[config.mk]
export PLATFORM = sky130hd
export DESIGN_NAME = bpu_update_arb
export DESIGN_NICKNAME = d
export VERILOG_FILES = /design/src/rtl/bpu_pkg.sv /design/src/rtl/bpu_update_arb_sync_fifo.sv /design/src/rtl/bpu_update_arb.sv
export SDC_FILE = /design/constraint.sdc
export NUM_CORES = 1
export LEC_CHECK = 0
export ABC_AREA = 1
export BUFFER_PORTS_ARGS = -buffer_cell sky130_fd_sc_hd__buf_2
export CAP_MARGIN = 20
export CORE_ASPECT_RATIO = 1.5
export CORE_MARGIN = 8
export CORE_UTILIZATION = 35
export DETAILED_ROUTE_END_ITERATION = 7
export PLACE_DENSITY = 0.62
export SETUP_SLACK_MARGIN = 0.1
export SKIP_LAST_GASP = 1
export SYNTH_ARGS = -nofsm -noshare
export SYNTH_HDL_FRONTEND = slang
export SYNTH_SLANG_ARGS = --single-unit
export TNS_END_PERCENT = 5
[constraint.sdc]
create_clock -name clock -period 23.9 [get_ports clock]
set_input_delay 1.195 -clock clock [delete_from_list [all_inputs] [get_ports clock]]
set_output_delay 1.195 -clock clock [all_outputs]
set_load 0.01 [all_outputs]
[src/rtl/bpu_pkg.sv]
// rtl/bpu_pkg.sv - shared types and widths for the branch-predictor update path
package bpu_pkg;

  localparam int BTB_DATA_W  = 129;
  localparam int BTB_INDEX_W = 9;
  localparam int BHT_INDEX_W = 9;

  // One buffered training update: BHT counter change plus optional BTB write
  typedef struct packed {
    logic [BHT_INDEX_W-1:0] bht_index;
    logic [1:0]             bht_sel;
    logic                   bht_inc;
    logic                   bht_dec;
    logic                   btb_we;
    logic [BTB_INDEX_W-1:0] btb_index;
    logic [BTB_DATA_W-1:0]  btb_wmask;
    logic [BTB_DATA_W-1:0]  btb_din;
  } bpu_update_t;

endpackage

[src/rtl/bpu_update_arb_sync_fifo.sv]
// rtl/bpu_update_arb_sync_fifo.sv - wrap-bit pointer FIFO with a registered-only read path
module sync_fifo #(
  parameter int WIDTH = 8,
  parameter int DEPTH = 4
) (
  input  logic             clock,
  input  logic             reset_n,
  input  logic             push,
  input  logic [WIDTH-1:0] push_data,
  input  logic             pop,
  output logic [WIDTH-1:0] pop_data,
  output logic             full,
  output logic             empty
);

  localparam int AW = $clog2(DEPTH);

  logic [WIDTH-1:0] mem [DEPTH];
  logic [AW:0]      wr_ptr;
  logic [AW:0]      rd_ptr;
  logic             do_push;
  logic             do_pop;

  assign empty = (wr_ptr == rd_ptr);
  assign full  = (wr_ptr[AW] != rd_ptr[AW]) && (wr_ptr[AW-1:0] == rd_ptr[AW-1:0]);

  // A push into a full FIFO is legal only when the head leaves in the same cycle
  assign do_push  = push && (!full || pop);
  assign do_pop   = pop && !empty;
  assign pop_data = mem[rd_ptr[AW-1:0]];

  always_ff @(posedge clock or negedge reset_n) begin
    if (!reset_n) begin
      wr_ptr <= '0;
      rd_ptr <= '0;
    end else begin
      if (do_push) wr_ptr <= wr_ptr + 1'b1;
      if (do_pop)  rd_ptr <= rd_ptr + 1'b1;
    end
  end

  always_ff @(posedge clock) begin
    if (do_push) mem[wr_ptr[AW-1:0]] <= push_data;
  end

endmodule

[src/rtl/bpu_update_arb.sv]
// rtl/bpu_update_arb.sv - buffers BHT/BTB training updates and arbitrates the shared BTB port
module bpu_update_arb
  import bpu_pkg::*;
#(
  parameter int DEPTH              = 4,
  parameter int BHTBTB_INDEX_WIDTH = 9,
  parameter int STARVE_LIMIT       = 8
) (
  input  logic                          clock,
  input  logic                          reset_n,
  input  logic                          upd_bht_en,
  input  logic [BHTBTB_INDEX_WIDTH-1:0] upd_bht_index,
  input  logic [1:0]                    upd_bht_sel,
  input  logic                          upd_bht_inc,
  input  logic                          upd_bht_dec,
  input  logic                          upd_btb_we,
  input  logic [8:0]                    upd_btb_index,
  input  logic [128:0]                  upd_btb_wmask,
  input  logic [128:0]                  upd_btb_din,
  output logic                          upd_ready,
  input  logic                          ifu_btb_rd_req,
  output logic                          ifu_btb_rd_stall,
  output logic                          bht_write_enable,
  output logic [BHTBTB_INDEX_WIDTH-1:0] bht_write_index,
  output logic [1:0]                    bht_write_counter_select,
  output logic                          bht_write_inc,
  output logic                          bht_write_dec,
  output logic                          bht_valid_in,
  output logic                          btb_we,
  output logic [8:0]                    btb_write_index,
  output logic [128:0]                  btb_wmask,
  output logic [128:0]                  btb_din,
  output logic [31:0]                   drop_cnt
);

  localparam int CNT_W = $clog2(STARVE_LIMIT + 1);

  typedef enum logic [1:0] {IDLE, WAIT_PORT, FORCE} arb_state_e;

  arb_state_e        state;
  logic [CNT_W-1:0]  starve_cnt;
  bpu_update_t       enq_entry;
  bpu_update_t       head;
  logic              fifo_full;
  logic              fifo_empty;
  logic              push;
  logic              issue;
  logic              force_wr;
  logic              head_btb_we;

  always_comb begin
    enq_entry           = '0;
    enq_entry.bht_index = upd_bht_index;
    enq_entry.bht_sel   = upd_bht_sel;
    enq_entry.bht_inc   = upd_bht_inc;
    enq_entry.bht_dec   = upd_bht_dec;
    enq_entry.btb_we    = upd_btb_we;
    enq_entry.btb_index = upd_btb_index;
    enq_entry.btb_wmask = upd_btb_wmask;
    enq_entry.btb_din   = upd_btb_din;
  end

  sync_fifo #(
    .WIDTH($bits(bpu_update_t)),
    .DEPTH(DEPTH)
  ) u_fifo (
    .clock    (clock),
    .reset_n  (reset_n),
    .push     (push),
    .push_data(enq_entry),
    .pop      (issue),
    .pop_data (head),
    .full     (fifo_full),
    .empty    (fifo_empty)
  );

  // Fetch reads win the BTB port unless the head has already waited STARVE_LIMIT cycles
  assign force_wr    = (state == FORCE);
  assign head_btb_we = head.btb_we;
  assign issue       = !fifo_empty && (!head_btb_we || !ifu_btb_rd_req || force_wr);
  assign upd_ready   = !fifo_full || issue;
  assign push        = upd_bht_en && upd_ready;

  always_ff @(posedge clock or negedge reset_n) begin
    if (!reset_n) begin
      state      <= IDLE;
      starve_cnt <= '0;
      drop_cnt   <= '0;
    end else begin
      if (upd_bht_en && !upd_ready) drop_cnt <= drop_cnt + 32'd1;
      if (fifo_empty || issue) begin
        state      <= IDLE;
        starve_cnt <= '0;
      end else if (starve_cnt < CNT_W'(STARVE_LIMIT)) begin
        starve_cnt <= starve_cnt + 1'b1;
        state      <= (starve_cnt == CNT_W'(STARVE_LIMIT - 1)) ? FORCE : WAIT_PORT;
      end
    end
  end

  // Write ports are driven straight from the head; idle fields are held at zero
  assign bht_write_enable         = issue;
  assign bht_valid_in             = issue;
  assign bht_write_index          = issue ? head.bht_index : '0;
  assign bht_write_counter_select = issue ? head.bht_sel   : '0;
  assign bht_write_inc            = issue && head.bht_inc;
  assign bht_write_dec            = issue && head.bht_dec;
  assign btb_we                   = issue && head_btb_we;
  assign btb_write_index          = btb_we ? head.btb_index : '0;
  assign btb_wmask                = btb_we ? head.btb_wmask : '0;
  assign btb_din                  = btb_we ? head.btb_din   : '0;
  assign ifu_btb_rd_stall         = issue && force_wr;

endmodule

==> impl_metrics.csv, run 1 <==
group,metric,value,unit
outcome,status,"completed",
logic_synthesis,synthArstFlopShare,0.0377,
sta,finalHoldViolations,0,
power,p_per_area,128,nW/um2
logic_synthesis,yosys.cell_types.count,29,
setup_path,cp_max_fo,118,
finish,areaGrowthSynthToFinish,16.8,%
sta,finalSetupTns,0,ns
sta,fin_worst_skew,0.0339,ns
global_routing,grt_pass1_wl,180,mm
power,p_switching,2.74,mW
clock_network,insertion_delay,0.73,ns
setup_path,reg2reg_from,"u_fifo.rd_ptr[0]$_DFFE_PN0P_",
logic_synthesis,synth_most_common_cell,"nor2_1",
setup_path,crit_top_cell,"buf_4",
logic_synthesis,synth-edff-count,1124,
power,power_frac_clock,0.238,
setup_path,r2r_end,"u_fifo.mem[3][7]$_DFFE_PP_",
setup_path,crit_family,"buffers and inverters",
floorplanning,fp-row-count,165,
logic_synthesis,ys_ff_latch,1168,
clock_network,cts_max_path_buffers,3,
finish,drive_above_1_share,0.237,
global_routing,grt.total_usage,0.159,
logic_synthesis,synth_nets,4050,
clock_network,cts.clk_slew.worst_paths,0.07,ns
logic_synthesis,netlist_top_cells_area,"edfxtp_1, nor2_1, o21ai_0, a21oi_2, dfrtp_1",
setup_path,reg2reg_depth,11,
floorplanning,fp.dieH,465,um
sta,worstMarginPinSlew,1.12,ns
setup_path,crit_type,"flip-flop to primary output",
sta,finalSetupViolCount,0,
power,seq_power_share,0.386,
logic_synthesis,synth_warnings,0,
power,swShare,0.389,
route,route.detailed.drc,0,
logic_synthesis,syn_avg_cell_area,12.5,um2
route,routed_via_density,4.87,
clock_network,post-cts-setup-buffers,0,
logic_synthesis,seq_area_frac_synth,0.740,
logic_synthesis,synth_common_cells,"nor2_1, edfxtp_1, o21ai_0",
logic_synthesis,synth_top_area_share,0.717,
setup_path,slowest_delay,0.83,ns
worst_hold_path,min_to,"drop_cnt[31]$_DFFE_PN0P_",
placement,place_congestion,0.851,
setup_path,crit_chain,"inv_8 > buf_4 > nand2_1 > nand3_1 > nand3_2 > nand2_4 > inv_4 > nand2_8 > buf_4 > buf_4 > a21oi_1 > buf_2",
floorplanning,core-area,134000,um2
power,internal-power,4.30,mW
route,wirelength,121,mm
global_routing,grt_start_max_net_pins,160,
setup_path,worst-path-buf-inv,6,
placement,dpl.hpwl,72.2,mm
sta,grt_setup_unrepaired,"false",
sta,relSlewSlack,0.253,
setup_path,ff2ff_setup_slack,18.17,ns
power,vdd_drop_max,0.104,mV
setup_path,critPathRequiredTime,22.71,ns
floorplanning,die-area,147000,um2
clock_network,cts_buffers,107,
global_routing,antenna_found_initial,55,
worst_hold_path,hp-start,"drop_cnt[31]$_DFFE_PN0P_",
setup_path,cp-end-kind,"primary output",
setup_path,cp_slowest_cell,"buf_4",
power,leakage,19.4,nW
power,power,7.04,mW
sta,fmax,138,MHz
route,wl_per_cell,19.7,um
route,firstDrtPassIters,5,
sta,period_needed,7.24,ns
logic_synthesis,mappedNetlistArea,47100,um2
clock_network,cts_root_buffer,"clkbuf_16",
route,num_vias,30000,
floorplanning,io_pins,602,
clock_network,holdBufCountCts,0,
floorplanning,die_x,315,um
clock_network,cts.sinks,1168,
worst_hold_path,whs_path_depth,2,
logic_synthesis,syn_inst,3758,
job,cap_violations,0,
power,pwr-share-comb,0.376,
finish,final_nets,4579,
clock_network,cts_tree,"yes",
route,ant_nets,0,
floorplanning,start_util,0.351,
placement,port_buffers,601,
global_routing,grt_pass1_vias,29300,
clock_network,htree_num_levels,3,
sta,finalCritPeriodShare,0.303,
global_routing,gr-total-overflow,0,
sta,slew_viol_final,0,
setup_path,start_kind,"flip-flop",
logic_synthesis,synth-main-ff-cell,"edfxtp_1",
logic_synthesis,synth.largest_area_cell,"edfxtp_1",
route,drtIter0Drc,2137,
finish,final_util,0.410,
clock_network,cts_resized,0,
setup_path,cp.arrival,6.04,ns
worst_hold_path,hp-class,"flip-flop to flip-flop",
-- power by group through the flow --
stage	Sequential [mW]	Combinational, mW	Clock, mW
2_1_floorplan	2.88	1.79	0
3_3_place_gp	2.75	2.68	0
3_5_place_dp	2.76	2.70	0
4_1_cts	2.72	2.71	1.72
5_1_grt	2.74	2.93	1.80
6_report	2.72	2.65	1.68
-- per-layer routing --
layer / vias to the layer above / part of all wire / global-route usage
li1: 14300 / - / -
met1: 14600 / 0.41 / 0.198
met2: 914 / 0.47 / 0.256
met3: 175 / 0.090 / 0.0535
met4: 36 / 0.024 / 0.0570
met5: - / 0.0018 / 0
-- sequential cells by signal, summed over array words and instances (netlist names) --
signal	cells
u_fifo.mem	1124
drop_cnt	32
starve_cnt	4
u_fifo.rd_ptr	3
u_fifo.wr_ptr	3
state	2
-- placed cells by master, fill, tap and decap left out, types with 2 or more instances in the layout --
master      Yosys  layout
nor2_1       1185    1181
edfxtp_1     1124    1124
buf_2          73     601
o21ai_0       544     544
a21oi_2       219     219
nand2_1       214     214
clkbuf_16       0     108
a21oi_1        65      65
inv_1          48      48
dfrtp_1        44      42
diode_2         0      41
buf_4           5      40
nand3_1        28      28
o21ai_1        22      22
clkinv_1        0      21
clkinv_2        0      19
clkbuf_1      110      18
bufinv_16       0       9
xor2_1          7       7
xnor2_1         7       7
ha_1            7       7
nor2_4          1       5
nand4_1         5       5
clkinvlp_4      0       5
inv_6           0       4
clkinv_8        0       4
inv_8           0       2
nand3_2         2       2
nor2_2          2       2
nand2_2         2       2
nand3b_1        2       2
clkinv_4        0       2
buf_12          0       2
dfrtp_4         0       2
-- worst reg2reg max path: cells and delay by family (launching register included) --
family / cells / cell delay, ns
simple gates: 7 / 1.80
buf+inv: 4 / 2.63
flops: 1 / 0.79
-- cell type report --
type / instances / area (um2)
repair buffers: 643 / 3350
multi-input cells: 2315 / 10900
clock buffers: 127 / 2780
fillers: 12500 / 79200
well taps: 1753 / 2190
flip-flops and latches: 1168 / 34900
clock inverters: 66 / 649
diodes: 41 / 103
inverters: 52 / 213
-- stage by stage --
step / cell area, um2 / setup slack, ns / std cells / hold WS, ns
after floorplan: 47100 / 9.66 / 3758 / 0.462
after CTS: 54900 / 16.51 / 6124 / 0.499
after global routing: 54900 / 16.17 / 6136 / 0.529
after global placement: 51500 / 17.41 / 5931 / 0.477
after detailed placement: 51500 / 17.33 / 5931 / 0.485
final: 55000 / 16.66 / 6165 / 0.499
-- how the worst max path moves through the flow --
stage | start | end | slack [ns] | cells past startpoint
floorplan | ifu_btb_rd_req | u_fifo.mem[0][0]$_DFFE_PP_ | 9.66 | 7
global placement | u_fifo.rd_ptr[0]$_DFFE_PN0P_ | btb_wmask[36] | 17.41 | 12
detailed placement | u_fifo.rd_ptr[0]$_DFFE_PN0P_ | btb_write_index[7] | 17.33 | 12
CTS | u_fifo.rd_ptr[0]$_DFFE_PN0P_ | btb_wmask[29] | 16.51 | 12
global route | u_fifo.rd_ptr[0]$_DFFE_PN0P_ | btb_wmask[7] | 16.17 | 12
finish | u_fifo.rd_ptr[0]$_DFFE_PN0P_ | btb_write_index[7] | 16.66 | 12
-- kinds of logic (layout without fill, tap and decap cells) --
| kind of cell | after synthesis | count (layout) | synth area share |
|---|---|---|---|
| AOI/OAI and AO/OA | 850 | 850 | 0.108 |
| xor gates and xnor gates | 15 | 15 | 0.00295 |
| adders and majority gates | 7 | 7 | 0.00186 |
| buffers and inverters | 275 | 888 | 0.0301 |
| DFF | 1168 | 1168 | 0.740 |
| other | 0 | 41 | 0 |
| and+or+nand+nor | 1443 | 1443 | 0.117 |
Note: power is estimated with default switching activity, not from simulation.
==> run 2: changes to the inputs <==
--- a/config.mk
+++ b/config.mk
@@ -5,7 +5,7 @@
 export SDC_FILE = /design/constraint.sdc
 export NUM_CORES = 1
 export LEC_CHECK = 0
-export ABC_AREA = 1
+export ABC_AREA = 0
 export BUFFER_PORTS_ARGS = -buffer_cell sky130_fd_sc_hd__buf_2
 export CAP_MARGIN = 20
 export CORE_ASPECT_RATIO = 1.5
==> constraint.sdc (replaced) <==
create_clock -name clock -period 7.4 [get_ports clock]
set_input_delay 0.37 -clock clock [delete_from_list [all_inputs] [get_ports clock]]
set_output_delay 0.37 -clock clock [all_outputs]
set_load 0.01 [all_outputs]
==> impl_metrics.csv, run 2 <==
group,metric,value,unit
outcome,status,"completed",
route,routed_via_density,4.82,
logic_synthesis,synth-xor-area-share,0.00788,
floorplanning,io_pins,602,
sta,slew_viol_final,0,
placement,place_congestion,0.783,
clock_network,htree_num_levels,3,
logic_synthesis,synth.largest_area_cell,"edfxtp_1",
worst_hold_path,hp-class,"input pin to asynchronous set/reset pin",
sta,finalCritPeriodShare,0.595,
global_routing,grt_pass1_wl,159,mm
setup_path,cp_max_fo,54,
logic_synthesis,synth_common_cells,"edfxtp_1, mux4_2, nor2b_1",
setup_path,start_kind,"flip-flop",
route,ant_nets,0,
placement,port_buffers,601,
finish,largest_reg_flops,1124,
route,route.detailed.drc,0,
finish,multi_input_comb_area,9150,um2
logic_synthesis,syn_inst,1982,
logic_synthesis,synthAdderAreaFrac,0.00197,
setup_path,ff2ff_setup_slack,3.63,ns
clock_network,cts_root_buffer,"clkbuf_16",
sta,fin_worst_skew,0.0330,ns
route,drtIter0Drc,1507,
logic_synthesis,netlist_top_cells_area,"edfxtp_1, mux4_2, nor2b_1, dfrtp_1, xnor2_1",
clock_network,cts_buffers,107,
logic_synthesis,mappedNetlistArea,44400,um2
finish,fill_cells,10800,
power,power_frac_clock,0.260,
power,internal-power,14.5,mW
clock_network,insertion_delay,0.70,ns
power,leakage,19.4,nW
setup_path,cp-end-kind,"primary output",
sta,finalSetupViolCount,0,
finish,final_cell_mix,"edfxtp_1, buf_2, dlygate4sd3_1",
clock_network,cts_tree,"yes",
sta,whs,0.0748,ns
finish,drive_above_1_share,0.357,
setup_path,critPathRequiredTime,7.03,ns
setup_path,r2r_end,"u_fifo.mem[2][35]$_DFFE_PP_",
sta,finalSetupTns,0,ns
finish,final_util,0.442,
floorplanning,fp.dieH,452,um
route,wirelength,107,mm
global_routing,grt_pass1_vias,25000,
global_routing,grt.total_usage,0.150,
logic_synthesis,synth_nets,2274,
sta,grt_setup_unrepaired,"false",
placement,dpl.hpwl,65.9,mm
global_routing,gr-total-overflow,0,
finish,regArea,34900,um2
global_routing,antenna_found_initial,25,
sta,fmax,227,MHz
floorplanning,core-area,126000,um2
power,swShare,0.298,
job,cap_violations,0,
floorplanning,die_x,307,um
floorplanning,die-area,139000,um2
global_routing,grt_start_max_net_pins,158,
setup_path,crit_type,"flip-flop to primary output",
power,p_per_area,370,nW/um2
route,wl_per_cell,22.6,um
logic_synthesis,synth_top_area_share,0.760,
power,vdd_drop_max,0.339,mV
sta,period_needed,4.41,ns
clock_network,cts.sinks,1168,
floorplanning,start_util,0.352,
logic_synthesis,seq_area_frac_synth,0.784,
clock_network,cts_max_path_buffers,3,
power,p_switching,6.15,mW
clock_network,cts.clk_slew.worst_paths,0.06,ns
placement,placed_cell_area,49500,um2
logic_synthesis,synth_top_family_by_area,"multiplexers",
logic_synthesis,synth_warnings,0,
power,seq_power_share,0.436,
setup_path,cp.arrival,4.04,ns
finish,final_nets,3193,
placement,dp_cells,4208,
sta,relSlewSlack,0.0724,
sta,worstMarginPinSlew,1.39,ns
finish,areaGrowthSynthToFinish,25.6,%
finish,postLayoutCellArea,55800,um2
logic_synthesis,synth_most_common_cell,"edfxtp_1",
logic_synthesis,ys_ff_latch,1168,
route,firstDrtPassIters,5,
clock_network,post-cts-setup-buffers,0,
logic_synthesis,yosys.cell_types.count,39,
logic_synthesis,synthMuxAreaShare,0.143,
power,pwr-share-comb,0.304,
logic_synthesis,syn_avg_cell_area,22.4,um2
logic_synthesis,synth-edff-count,1124,
logic_synthesis,synthArstFlopShare,0.0377,
clock_network,cts_resized,0,
finish,final_cells,4713,
logic_synthesis,yosys.area_share.simple,0.0514,
setup_path,reg2reg_from,"u_fifo.rd_ptr[1]$_DFFE_PN0P_",
setup_path,reg2reg_depth,5,
sta,finalHoldViolations,0,
finish,layout_commonest_cell,"edfxtp_1",
route,num_vias,22700,
floorplanning,fp-row-count,160,
logic_synthesis,synth-main-ff-cell,"edfxtp_1",
logic_synthesis,synth_compound_area_frac,0.000986,
==> run 2: cells by family after synthesis <==
family,after synthesis
AO/OA/AOI/OAI,5
multiplexers,284
AND/OR/NAND/NOR,373
buffers and inverters,105
adder cells (fa/ha/maj),7
XOR/XNOR,40
flip-flops,1168
==> run 2: repair_timing <==
action	CTS	global route
endpoints found under the hold margin	1171	0
setup endpoints to repair	0	0
hold buffers	283	0
==> run 2: power by group through the flow <==
| stage | registers [mW] | clock network, mW | logic (mW) |
|---|---|---|---|
| after floorplan | 9.34 | 0 | 4.09 |
| after global placement | 9.06 | 0 | 6.25 |
| after detailed placement | 9.15 | 0 | 6.30 |
| after CTS | 9.01 | 5.52 | 6.46 |
| after global routing | 9.10 | 5.73 | 6.75 |
| final | 9.00 | 5.36 | 6.27 |
==> run 2: worst max path at each step <==
stage,startpoint,end,slack (ns),depth (start not counted)
after floorplan,u_fifo.rd_ptr[0]$_DFFE_PN0P_,u_fifo.mem[0][0]$_DFFE_PP_,-1.20,6
after global placement,u_fifo.rd_ptr[1]$_DFFE_PN0P_,u_fifo.mem[2][75]$_DFFE_PP_,3.65,5
after detailed placement,u_fifo.rd_ptr[1]$_DFFE_PN0P_,u_fifo.mem[2][40]$_DFFE_PP_,3.56,5
after CTS,u_fifo.rd_ptr[1]$_DFFE_PN0P_,btb_din[22],2.82,5
after global routing,u_fifo.rd_ptr[1]$_DFFE_PN0P_,btb_din[72],2.77,5
final,u_fifo.rd_ptr[1]$_DFFE_PN0P_,btb_din[93],2.99,5
==> run 2: routing by layer <==
metal  up-vias  wire (um)  track usage  share of wire
li1       9934          -            -              -
met1     11900      41300        0.178           0.39
met2       733      55500        0.263           0.52
met3       171       6380       0.0342          0.060
met4         2       3490       0.0590          0.033
met5         -         13            0        0.00012
==> run 2: cell type report <==
cell class / count / share of cell area
Tap cell: 1701 / 0.0381
Clock buffer: 144 / 0.0512
Multi-Input combinational cell: 709 / 0.164
Timing Repair Buffer: 907 / 0.111
Inverter: 8 / 0.000538
Sequential cell: 1168 / 0.625
Clock inverter: 53 / 0.00962
Antenna cell: 23 / 0.00103
==> run 2: metrics by stage <==
| stage | power (mW) | setup WS (ns) |
|---|---|---|
| 4_1_cts | 21.0 | 2.82 |
| 2_1_floorplan | 13.4 | -1.20 |
| 3_3_place_gp | 15.3 | 3.65 |
| 3_5_place_dp | 15.5 | 3.56 |
| 6_report | 20.6 | 2.99 |
| 5_1_grt | 21.6 | 2.77 |
==> run 2: critical path, stage by stage (launching register included) <==
cell and delay, ns:
dfrtp_4 0.78, buf_4 0.80, buf_4 0.77, mux4_2 0.42
nor2b_1 0.18, buf_2 0.23
==> run 3: changes to the inputs <==
--- a/config.mk
+++ b/config.mk
@@ -12,7 +12,7 @@
 export CORE_MARGIN = 8
 export CORE_UTILIZATION = 35
 export DETAILED_ROUTE_END_ITERATION = 7
-export PLACE_DENSITY = 0.62
+export PLACE_DENSITY = 0.64
 export SETUP_SLACK_MARGIN = 0.1
 export SKIP_LAST_GASP = 1
 export SYNTH_ARGS = -nofsm -noshare
==> constraint.sdc (replaced) <==
create_clock -name clock -period 3.62 [get_ports clock]
set_input_delay 0.181 -clock clock [delete_from_list [all_inputs] [get_ports clock]]
set_output_delay 0.181 -clock clock [all_outputs]
set_load 0.01 [all_outputs]
==> impl_metrics.csv, run 3 (same netlist as run 2, synthesis figures left out) <==
group,metric,value,unit
finish,final_cells,4756,
global_routing,grt.total_usage,0.151,
floorplanning,die_x,307,um
clock_network,cts_root_buffer,"clkbuf_16",
finish,fill_cells,10700,
floorplanning,io_pins,602,
floorplanning,start_util,0.352,
finish,final_util,0.448,
setup_path,cp_max_fo,106,
setup_path,critPathRequiredTime,3.44,ns
setup_path,crit_type,"flip-flop to primary output",
power,vdd_drop_max,0.596,mV
power,internal-power,30.3,mW
sta,finalCritPeriodShare,0.938,
setup_path,cp-end-kind,"primary output",
route,route.detailed.drc,0,
placement,placed_cell_area,50100,um2
power,p_per_area,764,nW/um2
sta,period_needed,3.40,ns
clock_network,cts_max_path_buffers,3,
placement,port_buffers,601,
floorplanning,die-area,139000,um2
setup_path,cp.arrival,3.21,ns
global_routing,grt_pass1_vias,24800,
sta,whs,0.00853,ns
finish,multi_input_comb_area,9160,um2
route,wl_per_cell,22.5,um
global_routing,grt_start_max_net_pins,125,
placement,place_congestion,0.762,
sta,slew_viol_final,0,
finish,final_nets,3238,
power,leakage,19.8,nW
finish,final_cell_mix,"edfxtp_1, buf_2, dlygate4sd3_1",
route,drtIter0Drc,1422,
power,swShare,0.300,
outcome,status,"completed",
clock_network,insertion_delay,0.72,ns
floorplanning,fp-row-count,160,
route,wirelength,107,mm
finish,areaGrowthSynthToFinish,27.4,%
clock_network,cts_tree,"yes",
clock_network,post-cts-setup-buffers,0,
worst_hold_path,hp-class,"input pin to asynchronous set/reset pin",
clock_network,cts_buffers,111,
finish,regArea,34900,um2
sta,worstMarginPinSlew,0.936,ns
finish,drive_above_1_share,0.371,
sta,fmax,295,MHz
clock_network,htree_num_levels,3,
route,num_vias,22700,
floorplanning,core-area,126000,um2
setup_path,start_kind,"flip-flop",
power,seq_power_share,0.422,
placement,dp_cells,4249,
job,cap_violations,0,
finish,layout_commonest_cell,"edfxtp_1",
sta,finalHoldViolations,0,
sta,finalSetupViolCount,0,
finish,postLayoutCellArea,56600,um2
power,pwr-share-comb,0.312,
power,p_switching,13.0,mW
finish,largest_reg_flops,1124,
clock_network,cts.sinks,1168,
global_routing,gr-total-overflow,0,
global_routing,grt_pass1_wl,160,mm
global_routing,antenna_found_initial,23,
clock_network,cts.clk_slew.worst_paths,0.06,ns
route,routed_via_density,4.78,
power,power,43.3,mW
placement,dpl.hpwl,68.5,mm
sta,grt_setup_unrepaired,"true",
sta,fin_worst_skew,0.0237,ns
floorplanning,fp.dieH,452,um
route,ant_nets,0,
route,firstDrtPassIters,5,
power,power_frac_clock,0.266,
sta,relSlewSlack,0.376,
[run 3: per-stage QoR]
stage | TNS, ns | setup WS [ns]
2_1_floorplan | -341.51 | -0.314
3_3_place_gp | 0 | 0.747
3_5_place_dp | 0 | 0.755
4_1_cts | 0 | 0.0276
5_1_grt | 0 | 0.0286
6_report | 0 | 0.225
[run 3: cell type report]
cell class                      count  area share
Clock buffer                      133      0.0507
Antenna cell                       19    0.000840
Timing Repair Buffer              948       0.120
Tap cell                         1701      0.0376
Multi-Input combinational cell    709       0.162
Inverter                            8    0.000530
Sequential cell                  1168       0.616
Clock inverter                     70      0.0131
[run 3: worst paths after layout]
path / start / to / slack (ns) / cells after the start
max: u_fifo.rd_ptr[0]$_DFFE_PN0P_ / btb_din[20] / 0.22 / 7
min: reset_n / drop_cnt[6]$_DFFE_PN0P_ / 0.009 / 2
max reg2reg: u_fifo.rd_ptr[0]$_DFFE_PN0P_ / u_fifo.mem[1][18]$_DFFE_PP_ / 0.83 / 6
min reg2reg: drop_cnt[31]$_DFFE_PN0P_ / drop_cnt[31]$_DFFE_PN0P_ / 0.47 / 1
max in group asynchronous: reset_n / drop_cnt[30]$_DFFE_PN0P_ / 3.08 / 3
min in group clock: upd_btb_din[109] / u_fifo.mem[3][109]$_DFFE_PP_ / 0.20 / 2
[run 3: timing repair]
action | 4_1_cts | 5_1_grt
setup endpoints to repair | 48 | 56
hold buffers | 284 | 0
hold endpoints to repair | 1185 | 0
resized for setup | 1 | 1
[run 3: critical path, cell delays in order (launching register included)]
cell     delay (ns)
dfrtp_4        0.56
xor2_1         0.37
nor2_1         0.11
nand2_1        0.14
nand3_4        0.18
buf_12         0.22
nor2b_1        0.48
buf_2          0.21
[run 3: layer usage]
metal  track usage  vias up  share of wire
li1              -    10000              -
met2         0.259      748           0.51
met5             0        -        0.00056
met4        0.0580        8          0.029
met3        0.0381      160          0.070
met1         0.184    11800           0.39
[run 3: power by group through the flow]
stage	logic [mW]	clock network (mW)	registers (mW)
global route	14.5	12.3	18.5
detailed placement	13.6	0	18.6
floorplan	8.38	0	18.5
finish	13.5	11.5	18.3
global placement	13.6	0	18.5
CTS	13.9	11.9	18.3
